File: config.mk
export PLATFORM = sky130hd
export DESIGN_NAME = demux_1x2_stream_flat
export DESIGN_NICKNAME = d
export VERILOG_FILES = /design/src/rtl/demux_1x2_stream_pkg.sv /design/src/rtl/demux_1x2_stream_if.sv /design/src/rtl/demux_1x2_stream_out_reg.sv /design/src/rtl/demux_1x2_stream.sv /design/src/flat_wrapper.sv
export SDC_FILE = /design/constraint.sdc
export NUM_CORES = 1
export LEC_CHECK = 0
export CAP_MARGIN = 20
export CELL_PAD_IN_SITES_DETAIL_PLACEMENT = 1
export CELL_PAD_IN_SITES_GLOBAL_PLACEMENT = 2
export CORE_MARGIN = 3
export CORE_UTILIZATION = 27
export DETAILED_ROUTE_END_ITERATION = 6
export GPL_ROUTABILITY_DRIVEN = 0
export GPL_TIMING_DRIVEN = 0
export PLACE_DENSITY = 0.91
export SETUP_SLACK_MARGIN = 0.2
export SLEW_MARGIN = 20
export SYNTH_ARGS = -nofsm -noshare
export SYNTH_HDL_FRONTEND = slang
export SYNTH_SLANG_ARGS = --single-unit
File: constraint.sdc
create_clock -name clk -period 2.9 [get_ports clk]
set_clock_uncertainty 0.15 [all_clocks]
set_input_delay 0.58 -clock clk [delete_from_list [all_inputs] [get_ports clk]]
set_output_delay 0.58 -clock clk [all_outputs]
set_load 0.02 [all_outputs]
File: src/rtl/demux_1x2_stream_pkg.sv
// Shared constants for the 1-to-2 stream demux: port select codes and packet-lock FSM states.
package demux_1x2_stream_pkg;

  localparam logic SEL_P0 = 1'b0;
  localparam logic SEL_P1 = 1'b1;

  typedef enum logic {
    ST_IDLE = 1'b0,
    ST_LOCK = 1'b1
  } state_t;

endpackage

File: src/rtl/demux_1x2_stream_if.sv
// Bundle of the producer-side stream, the two consumer-side streams and the beat counters.
interface demux_1x2_stream_if #(
  parameter int n  = 3,
  parameter int CW = 8
);
  logic [n-1:0]  in_data;
  logic          in_sel;
  logic          in_valid;
  logic          in_ready;
  logic          in_last;
  logic [n-1:0]  out0_data;
  logic          out0_valid;
  logic          out0_ready;
  logic [n-1:0]  out1_data;
  logic          out1_valid;
  logic          out1_ready;
  logic [CW-1:0] cnt0;
  logic [CW-1:0] cnt1;

  // Demux side of the bundle
  modport slave (
    input  in_data, in_sel, in_valid, in_last, out0_ready, out1_ready,
    output in_ready, out0_data, out0_valid, out1_data, out1_valid, cnt0, cnt1
  );

  // Producer/consumer side of the bundle
  modport master (
    output in_data, in_sel, in_valid, in_last, out0_ready, out1_ready,
    input  in_ready, out0_data, out0_valid, out1_data, out1_valid, cnt0, cnt1
  );
endinterface

File: src/rtl/demux_1x2_stream_out_reg.sv
// One-entry output register with valid flag; can_load says a new beat fits this cycle.
module demux_out_reg #(
  parameter int n = 3
) (
  input  logic         clk,
  input  logic         reset,
  input  logic         load,
  input  logic [n-1:0] d,
  output logic [n-1:0] q,
  output logic         q_valid,
  input  logic         q_ready,
  output logic         can_load
);

  logic [n-1:0] data_q, data_d;
  logic         valid_q, valid_d;

  // A load on the same cycle as a drain keeps valid high, so the port streams without bubbles
  always_comb begin
    data_d  = data_q;
    valid_d = valid_q;
    if (load) begin
      data_d  = d;
      valid_d = 1'b1;
    end else if (valid_q && q_ready) begin
      valid_d = 1'b0;
    end
  end

  always_ff @(posedge clk) begin
    if (reset) begin
      data_q  <= '0;
      valid_q <= 1'b0;
    end else begin
      data_q  <= data_d;
      valid_q <= valid_d;
    end
  end

  assign q        = data_q;
  assign q_valid  = valid_q;
  assign can_load = !valid_q || q_ready;

endmodule

File: src/rtl/demux_1x2_stream.sv
// Routes one valid/ready stream to one of two registered outputs with per-port beat counters.
// Defining DEMUX_PKT_LOCK_EN holds the destination for a whole packet (until in_last).
module demux_1x2_stream
  import demux_1x2_stream_pkg::*;
#(
  parameter int n  = 3,
  parameter int CW = 8
) (
  input logic              clk,
  input logic              reset,
  demux_1x2_stream_if.slave bus
);

  logic          esel;
  logic          accept;
  logic          can_load0, can_load1;
  logic [CW-1:0] cnt0_q, cnt0_d, cnt1_q, cnt1_d;

`ifdef DEMUX_PKT_LOCK_EN
  state_t state_q, state_d;
  logic   lock_sel_q, lock_sel_d;

  always_ff @(posedge clk) begin
    if (reset) begin
      state_q    <= ST_IDLE;
      lock_sel_q <= SEL_P0;
    end else begin
      state_q    <= state_d;
      lock_sel_q <= lock_sel_d;
    end
  end

  // A non-last beat accepted in IDLE pins the destination until the packet's last beat
  always_comb begin
    state_d    = state_q;
    lock_sel_d = lock_sel_q;
    case (state_q)
      ST_IDLE: begin
        if (accept && !bus.in_last) begin
          state_d    = ST_LOCK;
          lock_sel_d = bus.in_sel;
        end
      end
      ST_LOCK: begin
        if (accept && bus.in_last) state_d = ST_IDLE;
      end
      default: state_d = ST_IDLE;
    endcase
  end

  always_comb begin
    esel = bus.in_sel;
    if (state_q == ST_LOCK) esel = lock_sel_q;
  end
`else
  logic unused_last;
  assign unused_last = bus.in_last;

  always_comb begin
    esel = bus.in_sel;
  end
`endif

  assign bus.in_ready = (esel == SEL_P1) ? can_load1 : can_load0;
  assign accept       = bus.in_valid && bus.in_ready;

  demux_out_reg #(.n(n)) u_out0 (
    .clk      (clk),
    .reset    (reset),
    .load     (accept && (esel == SEL_P0)),
    .d        (bus.in_data),
    .q        (bus.out0_data),
    .q_valid  (bus.out0_valid),
    .q_ready  (bus.out0_ready),
    .can_load (can_load0)
  );

  demux_out_reg #(.n(n)) u_out1 (
    .clk      (clk),
    .reset    (reset),
    .load     (accept && (esel == SEL_P1)),
    .d        (bus.in_data),
    .q        (bus.out1_data),
    .q_valid  (bus.out1_valid),
    .q_ready  (bus.out1_ready),
    .can_load (can_load1)
  );

  always_comb begin
    cnt0_d = cnt0_q;
    cnt1_d = cnt1_q;
    if (bus.out0_valid && bus.out0_ready) cnt0_d = cnt0_q + CW'(1);
    if (bus.out1_valid && bus.out1_ready) cnt1_d = cnt1_q + CW'(1);
  end

  always_ff @(posedge clk) begin
    if (reset) begin
      cnt0_q <= '0;
      cnt1_q <= '0;
    end else begin
      cnt0_q <= cnt0_d;
      cnt1_q <= cnt1_d;
    end
  end

  assign bus.cnt0 = cnt0_q;
  assign bus.cnt1 = cnt1_q;

endmodule
File: src/flat_wrapper.sv
// flat-port wrapper written by rule: the top's interface ports become plain ports
module demux_1x2_stream_flat import demux_1x2_stream_pkg::*;
#(
  parameter int n  = 3,
  parameter int CW = 8
)
  (clk, reset, bus_in_data, bus_in_sel, bus_in_valid, bus_in_last, bus_out0_ready, bus_out1_ready, bus_in_ready, bus_out0_data, bus_out0_valid, bus_out1_data, bus_out1_valid, bus_cnt0, bus_cnt1);
  demux_1x2_stream_if #(.n(n), .CW(CW)) bus_i ();
  input logic clk;
  input logic reset;
  input wire logic [$bits(bus_i.in_data)-1:0] bus_in_data;
  input wire logic [$bits(bus_i.in_sel)-1:0] bus_in_sel;
  input wire logic [$bits(bus_i.in_valid)-1:0] bus_in_valid;
  input wire logic [$bits(bus_i.in_last)-1:0] bus_in_last;
  input wire logic [$bits(bus_i.out0_ready)-1:0] bus_out0_ready;
  input wire logic [$bits(bus_i.out1_ready)-1:0] bus_out1_ready;
  output wire logic [$bits(bus_i.in_ready)-1:0] bus_in_ready;
  output wire logic [$bits(bus_i.out0_data)-1:0] bus_out0_data;
  output wire logic [$bits(bus_i.out0_valid)-1:0] bus_out0_valid;
  output wire logic [$bits(bus_i.out1_data)-1:0] bus_out1_data;
  output wire logic [$bits(bus_i.out1_valid)-1:0] bus_out1_valid;
  output wire logic [$bits(bus_i.cnt0)-1:0] bus_cnt0;
  output wire logic [$bits(bus_i.cnt1)-1:0] bus_cnt1;
  assign bus_i.in_data = bus_in_data;
  assign bus_i.in_sel = bus_in_sel;
  assign bus_i.in_valid = bus_in_valid;
  assign bus_i.in_last = bus_in_last;
  assign bus_i.out0_ready = bus_out0_ready;
  assign bus_i.out1_ready = bus_out1_ready;
  assign bus_in_ready = bus_i.in_ready;
  assign bus_out0_data = bus_i.out0_data;
  assign bus_out0_valid = bus_i.out0_valid;
  assign bus_out1_data = bus_i.out1_data;
  assign bus_out1_valid = bus_i.out1_valid;
  assign bus_cnt0 = bus_i.cnt0;
  assign bus_cnt1 = bus_i.cnt1;
  demux_1x2_stream #(.n(n), .CW(CW)) u_core (.clk(clk), .reset(reset), .bus(bus_i));
endmodule
=== Word level (Yosys, flattened, before mapping) ===
Index checks and enable logic that the tools add are counted.

* Add/sub/neg operators: 2
* Bitwise operators: 1
* Mux-type cells: 5
* Reduce and logical (&&, ||, !) cells: 11

{| class="wikitable"
|+ Operators by type and width
! operator !! number
|-
| adder 8 x 1 -> 8 bit, second input constant || 2
|-
| logical AND 1 bit || 5
|-
| 2-to-1 mux 1 bit || 5
|-
| nonzero test 2 bit || 2
|-
| logical NOT 1 bit || 2
|-
| logical OR 1 bit || 2
|-
| inverter 1 bit || 1
|}

* Bits in registers: 24
* Output and inout bits: 25
* Input bits: 10

=== Longest topological paths before layout ===
Gate-level depths: netlist of the first run.

* Depth after elaboration: 6
* Depth in mapped cells: 4
* Depth with buffers taken out: 4

=== Cells and area by module ===
Synthesis of the first run repeated with hierarchy kept, for this count alone.

* Cell total of the unflattened synthesis: 110
* Area total of the unflattened synthesis: 992.2 um^2

{| class="wikitable"
|+ Modules (own cells, without submodules)
! module !! cells each !! instances !! area each (um^2)
|-
| demux_1x2_stream || 84 || 1 || 719.4
|-
| demux_out_reg || 13 || 2 || 136.4
|}

=== Worst setup path after synthesis of the first run ===
No wires, ideal clock.

* Path kind: input to output
* Start: in bus_out1_ready
* End: out bus_in_ready
* Stages on the path: 2
* Arrival: 1.136 ns
* Path slack: 1.034 ns
* Cell sequence: and2b_1 > a21oi_1

* Cells in the longest elaborated chain, start to end: 2

{| class="wikitable"
|+ RTL lines
! what !! line !! text
|-
| start, declared || flat_wrapper.sv:16 || <nowiki>input wire logic [$bits(bus_i.out1_ready)-1:0] bus_out1_ready;</nowiki>
|-
| logical OR 1 bit || demux_1x2_stream_out_reg.sv:42 || <nowiki>assign can_load = !valid_q || q_ready;</nowiki>
|-
| 2-to-1 mux 1 bit || demux_1x2_stream.sv:64 || <nowiki>assign bus.in_ready = (esel == SEL_P1) ? can_load1 : can_load0;</nowiki>
|-
| end, declared || flat_wrapper.sv:17 || <nowiki>output wire logic [$bits(bus_i.in_ready)-1:0] bus_in_ready;</nowiki>
|}

No other way between the ends.

=== Worst setup path in the final report of the first run ===
* Start: in bus_in_sel
* End: out bus_in_ready

* Cells in the longest elaborated chain, start to end: 1

{| class="wikitable"
|+ RTL lines
! what !! line !! text
|-
| start, declared || flat_wrapper.sv:12 || <nowiki>input wire logic [$bits(bus_i.in_sel)-1:0] bus_in_sel;</nowiki>
|-
| 2-to-1 mux 1 bit || demux_1x2_stream.sv:64 ||
|}

No other way between the ends.

==> impl_results.md, run 1 <==
* NetSw at approximately 0.00015 W
* F_max at between 0.4 and 0.5 GHz
* Vias in the first global route at between 1000 and 1500
* Drt first-iter violations at between 50 and 60
* Drc violations at 0
* Hold EP: u_core.u_out1.q[2]
* Maximum VDD drop at about 190 uV
* H-tree levels at 1
* WL per Instance at approximately 14 um
* Fin. max-slew vios at 0
* Crit start category: primary input
* Mapped Cells at between 100 and 150
* Clk_lat worst skew at about 270 ps
* Final min period at ~2500 ps
* Crit path cell chain: clkdlybuf4s50_1 -> nor2_1 -> a21oi_1 -> dlygate4sd2_1
* Top delay family on crit path: buffers and inverters
* Die Width at 68.1 um
* Final core occ at ~43%
* Post-Syn Nets at approximately 130
* Critical-path maximum fanout at 8
* Leak pwr at 0.503 nW
* Critical hold path startpoint: u_core.u_out1.q[2]
* Worst-path clk slew at roughly 80 ps
* I/O Buffers at 32
* Status: finished, final reports clean
* Clock Tree Buf Depth at 2
* Sequential power share at approximately half
* Hold Crit Class: flop to flop
* First-pass GRT wire length at between 4000 and 5000 um
* Synthesized area per cell at about 8.5 um^2
* CP max stage cell: clkdlybuf4s50_1
* Final setup viols at 0
* Dpl cell area at ~1400 um^2
* Die footprint at ~4600 um^2
* Max Cap Viol at 0
* Max-slew headroom at a little under two thirds
* Worst r2r src: u_core.u_out1.q_valid
* Reg2reg path depth at 3
* Sequential-to-total area share from yosys stat at a little under half
* Nets at 171
* Pwr Density at 468 nW/um^2
* Via count at 1022
* Hold Crit Depth at 2
* CTS root buffer: clkbuf_8
* Synth unique cells at 22
* Synth warn at 0
* WP buf/inv at 2
* Antenna violations before repair at 0
* Num ports at 35
* Switching share of power at between 20 and 25%
* Synth Register Bits at 24
* Fill cells at ~420
* TritonRoute pass-1 iters at 4
* Die Span Y at ~68 um
* Initial core utilization at between 20 and 30%
* Flop2flop setup slack at 1320 ps
* Post-DP HPWL at 2230 um
* CP Data Required Time at approximately 2200 ps
* RSZ-0062 raised after global routing: false
* Post-synthesis instance area at around 1000 um^2
* CTS tree: yes
* Final hold violations at 0
* Finished Cell Area at between 1000 and 1500 um^2
* Vias per std cell at approximately 5.0
* Inserted Clock Buffers at 3
* CORE AREA at between 3000 and 4000 um^2
* CP peak stage delay at between 600 and 700 ps
* Clk sinks at 24
* Reg2reg end: u_core.bus.cnt1[7]
* Worst Max-Slew Pin Slew at ~540 ps
* Worst Setup End Kind: output pin
* Area delta synth->final at 43.9%
* Routed WL at 2850 um
* Clock power share at 42.0%
* ANT nets after route at 0
* Gr usage total at 13.5%
* Number of core rows at 21
* Pin count of the biggest net entering global routing at 15
* Global route overflow at 0
* P_int at 0.000550 W
* Share of cells above drive strength 1 at 6.33%
* # hold bufs at CTS at 0
* Data arrival, critical path at around 1700 ps
* Final period util at around 85%
* Antenna diodes at 0
* Combinational share of power at a little under a tenth
* Kind of critical path: primary input to output pin
## cells by family (layout without fill, tap and decap cells)
family                     count (synthesis)  in the layout  synth area share, %
AOI/OAI and AO/OA                         33             33                 16.8
buffers and inverters                      5             41                 1.80
xor gates and xnor gates                   4              4                 3.37
and+or+nand+nor                           52             52                 27.3
adders and majority gates                  2              2                 2.40
muxes                                      2              2                 2.16
DFF                                       24             24                 46.2
## cell usage after synthesis
cell type | count | area (um^2)
dfxtp_1 | 24 | 480
a21oi_1 | 19 | 95.1
and2b_1 | 1 | 7.51
or4_1 | 4 | 30.0
clkbuf_1 | 3 | 11.3
inv_1 | 2 | 7.51
nand4_1 | 7 | 43.8
and2b_2 | 1 | 8.76
or3_1 | 3 | 18.8
or3_2 | 1 | 7.51
nor2_1 | 9 | 33.8
nand2_1 | 9 | 33.8
o21ai_0 | 10 | 50.1
ha_1 | 2 | 25.0
nand3_1 | 10 | 50.1
or2b_1 | 2 | 15.0
xor2_1 | 4 | 35.0
o31ai_1 | 4 | 30.0
nand2b_1 | 1 | 6.26
nand3_2 | 1 | 10.0
nor2b_1 | 3 | 18.8
mux2_2 | 2 | 22.5
## per-layer routing
layer	vias up	part of all wire (%)	global-route usage [%]	wire length, um
li1	518	-	-	-
met1	480	47	17.2	1330
met2	22	49	23.6	1390
met3	2	4.2	2.79	120
met4	0	0.42	2.23	12
met5	-	0	0	0
## flip-flops by register name (all words and copies together) (netlist names)
| register | flops |
|---|---|
| u_core.u_out1.q_valid | 1 |
| u_core.bus.cnt0 | 8 |
| u_core.u_out0.q_valid | 1 |
| u_core.u_out0.q | 3 |
| u_core.u_out1.q | 3 |
| u_core.bus.cnt1 | 8 |
## cells in the final DEF, fill, tap and decap left out
master,netlist,final
or2b_4,0,1
nand2_1,9,9
bufinv_16,0,1
inv_1,2,2
dfxtp_1,24,24
nand4_1,7,7
xor2_1,4,4
clkbuf_8,0,3
nand2b_1,1,1
clkbuf_1,3,3
dlymetal6s2s_1,0,2
clkdlybuf4s50_1,0,29
or3_2,1,1
o21ai_0,10,10
nand3_1,10,10
nor2b_1,3,3
a21oi_1,19,19
dlygate4sd2_1,0,1
or3_1,3,3
mux2_2,2,2
nor2_1,9,9
or2b_1,2,1
ha_1,2,2
nand3_2,1,1
and2b_1,1,1
o31ai_1,4,4
and2b_2,1,1
or4_1,4,4
## worst register-to-register path: stages, from the launching register on
cell and delay (ps):
dfxtp_1 460, nand3_1 220, or4_1 510, a21oi_1 170
## worst max path at each step
stage,end,slack (ps),cells past startpoint,startpoint
after floorplan,bus_in_ready,1030,2,bus_out1_ready
after global placement,bus_in_ready,-30,5,bus_out0_ready
after detailed placement,bus_in_ready,-40,5,bus_out0_ready
after CTS,bus_in_ready,210,5,bus_out0_ready
after global routing,bus_in_ready,370,4,bus_in_sel
final,bus_in_ready,430,4,bus_in_sel
## power by group through the flow
stage                     Sequential [W]  Clock (W)  Combinational (W)
after floorplan                 0.000358          0          0.0000201
after global placement          0.000350          0          0.0000626
after detailed placement        0.000351          0          0.0000648
after global routing            0.000345   0.000319          0.0000698
final                           0.000343   0.000295          0.0000636
after CTS                       0.000343   0.000303          0.0000647
## metrics by stage
step / cells / total power [W] / hold slack, ps / worst slack, ps / TNS (ps)
after global placement: 200 / 0.000413 / 307 / -30.0 / -30.0
after global routing: 204 / 0.000734 / 366 / 372 / 0
after floorplan: 122 / 0.000378 / 401 / 1030 / 0
after detailed placement: 200 / 0.000416 / 325 / -38.9 / -38.9
after CTS: 204 / 0.000711 / 338 / 208 / 0
final: 204 / 0.000701 / 336 / 432 / 0
## area by class of cell
class	count	area, um^2	share of cell area (%)
clock buffer	3	41.3	2.76
timing repair buffer	32	324	21.6
buffer	3	11.3	0.752
multi-input combinational	93	546	36.4
tap	46	57.6	3.84
clock inverter	1	30.0	2.01
sequential	24	480	32.1
inverter	2	7.51	0.501
## what timing repair did
item	CTS	global route
endpoints found under the setup margin	1	1
gates resized for setup	1	3
pin swaps	0	0
buffers inserted	0	0
Note: power is estimated with default switching activity, not from simulation.
==> run 2: changes to the inputs <==
Settings changed: ABC_AREA set to 0.
==> results of run 2 <==
The final DEF is identical to that of run 1; final timing and power are the same.
==> run 3: changes to the inputs <==
Settings changed: ABC_AREA 0 to 1, CORE_UTILIZATION 27 to 25, CTS_BUF_LIST set to sky130_fd_sc_hd__clkbuf_16, PLACE_DENSITY 0.91 to 0.9.
==> impl_results.md, run 3 <==
* First-pass GRT wire length at around 4700 um
* Global route overflow at 0
* TritonRoute pass-1 iters at 3
* Synth Register Bits at 24
* Die Width at slightly above 70 um
* Leak pwr at slightly below 0.7 nW
* Nets at 210
* Largest area contributor in the netlist: dfxtp_1
* Routed WL at approximately 2700 um
* Clk_lat worst skew at ~250 ps
* Setup TNS at 0 ps
* Post-synthesis instance area at 1090 um^2
* Finished Cell Area at between 1500 and 2000 um^2
* Crit-path most repeated cell: nand2_1
* Final Non-Filler Cells at 247
* Maximum VDD drop at 174 uV
* CORE AREA at 4090 um^2
* Worst Setup End Kind: output pin
* Gr usage total at 11.4%
* Data arrival, critical path at approximately 1800 ps
* Status: finished, final reports clean
* CTS tree: yes
* Max-slew headroom at between 70% and 80%
* Most frequent cells in the layout: 47 x nand2_1, 31 x inv_1, 31 x clkdlybuf4s50_1
* RSZ-0062 raised after global routing: false
* Clk sinks at 24
* Most common cell after layout, fill and taps aside: nand2_1
* Post-DP HPWL at around 2100 um
* Synth warn at 0
* CP Data Required Time at around 2200 ps
* ANT nets after route at 0
* Antenna diodes at 0
* EDFF count, synth at 0
* Post-Syn Nets at about 170
* Fill cells at between 500 and 600
* Via count at about 1100
* Sequential-to-total area share from yosys stat at around 44%
* Ys flop type: dfxtp_1
* Ranking of synthesized cells by area: dfxtp_1 44%, nand2_1 16%, inv_1 11%
* Fin. max-slew vios at 0
* Crit path cell chain: clkdlybuf4s50_1 -> inv_1 -> nand2_1 -> nand2_1 -> nand2_1 -> dlygate4sd2_1
* Final setup viols at 0
* Drt first-iter violations at 30
* Critical-path maximum fanout at 4
* Synthesized area per cell at slightly below 7 um^2
* Hold Crit Class: flop to flop
* Die Span Y at between 70 and 80 um
* I/O Buffers at 32
* Synth cell count leaders: 47 x nand2_1, 31 x inv_1, 24 x dfxtp_1, 21 x nor2_1, 12 x a21oi_1
* Kind of critical path: primary input to output pin
* Number of core rows at 23
* Share of cells above drive strength 1 at between 4 and 5%
* CTS root buffer: clkbuf_16
* Worst Max-Slew Pin Slew at 305 ps
* Antenna violations before repair at 0
* CP peak stage delay at 540 ps
* F_max at 0.403 GHz
* Mapped Cells at between 150 and 200
* Die footprint at about 5200 um^2
* Share of the synthesized area in the top cell type at between 40 and 50%
* Drc violations at 0
* Final min period at about 2500 ps
* Setup bufs post-CTS at 0
* Pin count of the biggest net entering global routing at 14
* Dpl cell area at between 1000 and 1500 um^2
* Inserted Clock Buffers at 3
* Final period util at 85.5%
* Area delta synth->final at 42.3%
* Initial core utilization at a little over a quarter
* Clock Tree Buf Depth at 2
* Num ports at 35
* Max Cap Viol at 0
* Crit start category: primary input
* WL per Instance at between 10 and 15 um
* CP max stage cell: clkdlybuf4s50_1
* Pwr Density at about 460 nW/um^2
* Vias per std cell at 4.27
* H-tree levels at 1
* Synth unique cells at 15
* Vias in the first global route at 1061
* Ys async rst share at 0%
* Final hold violations at 0
* # hold bufs at CTS at 0
* WP buf/inv at 3
* Top delay family on crit path: buffers and inverters
* Placed cells at 243
* Worst-path clk slew at 60 ps
* Top-count cell post-synth: nand2_1
==> run 3: worst reg2reg max path: stages, from the launching register on <==
cell and delay [ps]:
dfxtp_1 390, ha_1 160, inv_1 50, nor3_2 270, nand3_1 110, nand2_1 80, nor2_1 40
==> run 3: repair_timing <==
item | 4_1_cts | 5_1_grt
gates resized for setup | 1 | 0
setup endpoints to repair | 1 | 0
endpoints found under the hold margin | 0 | 0
==> run 3: path summary, 6_finish.rpt <==
| kind | end | startpoint | cells past startpoint | slack [ps] |
|---|---|---|---|---|
| worst min-delay path | u_core.u_out0.q[0] | u_core.u_out0.q[0] | 2 | 310 |
| worst max register to register | u_core.bus.cnt0[6] | u_core.bus.cnt0[0] | 6 | 1550 |
| worst min register to register | u_core.u_out0.q[0] | u_core.u_out0.q[0] | 2 | 310 |
| worst max-delay path | bus_in_ready | bus_out0_ready | 6 | 420 |
==> run 3: area by class of cell <==
cell class | count | area, um^2 | area share, %
flip-flops and latches | 24 | 480 | 31.0
multi-input cells | 104 | 472 | 30.5
repair buffers | 32 | 319 | 20.6
inverters | 31 | 116 | 7.52
clock buffers | 3 | 75.1 | 4.85
well taps | 50 | 62.6 | 4.04
plain buffers | 2 | 18.8 | 1.21
clock inverters | 1 | 3.75 | 0.243
==> run 3: stage by stage <==
stage / worst slack, ps / hold WS [ps] / util, % / power (W)
floorplan: 1280 / 389 / - / 0.000388
global placement: 168 / 306 / 36.0 / 0.000425
detailed placement: 153 / 309 / 36.0 / 0.000425
CTS: 426 / 319 / 37.9 / 0.000732
global route: 319 / 336 / 37.9 / 0.000753
finish: 420 / 315 / 37.9 / 0.000716
==> run 3: per-layer routing <==
layer	GRT usage [%]	part of all wire, %	vias up
met2	19.0	48	15
met5	0	0	-
met4	3.76	0.89	0
li1	-	-	562
met1	14.7	48	476
met3	2.35	3.1	2
==> run 3: cell families (layout without fill, tap and decap cells) <==
group / after synthesis / count (layout) / synth area share (%)
compound gates: 19 / 19 / 8.75
buf+inv: 33 / 69 / 12.4
simple gates: 82 / 82 / 31.5
xor+xnor: 1 / 1 / 0.806
fa+ha+maj: 2 / 2 / 2.30
flops: 24 / 24 / 44.2
==> run 3: report_power, final <==
part	switching [W]	internal, W	total (W)
sequential	0.00000622	0.000338	0.000344
combinational	0.0000386	0.0000337	0.0000723
clock	0.000115	0.000184	0.000299
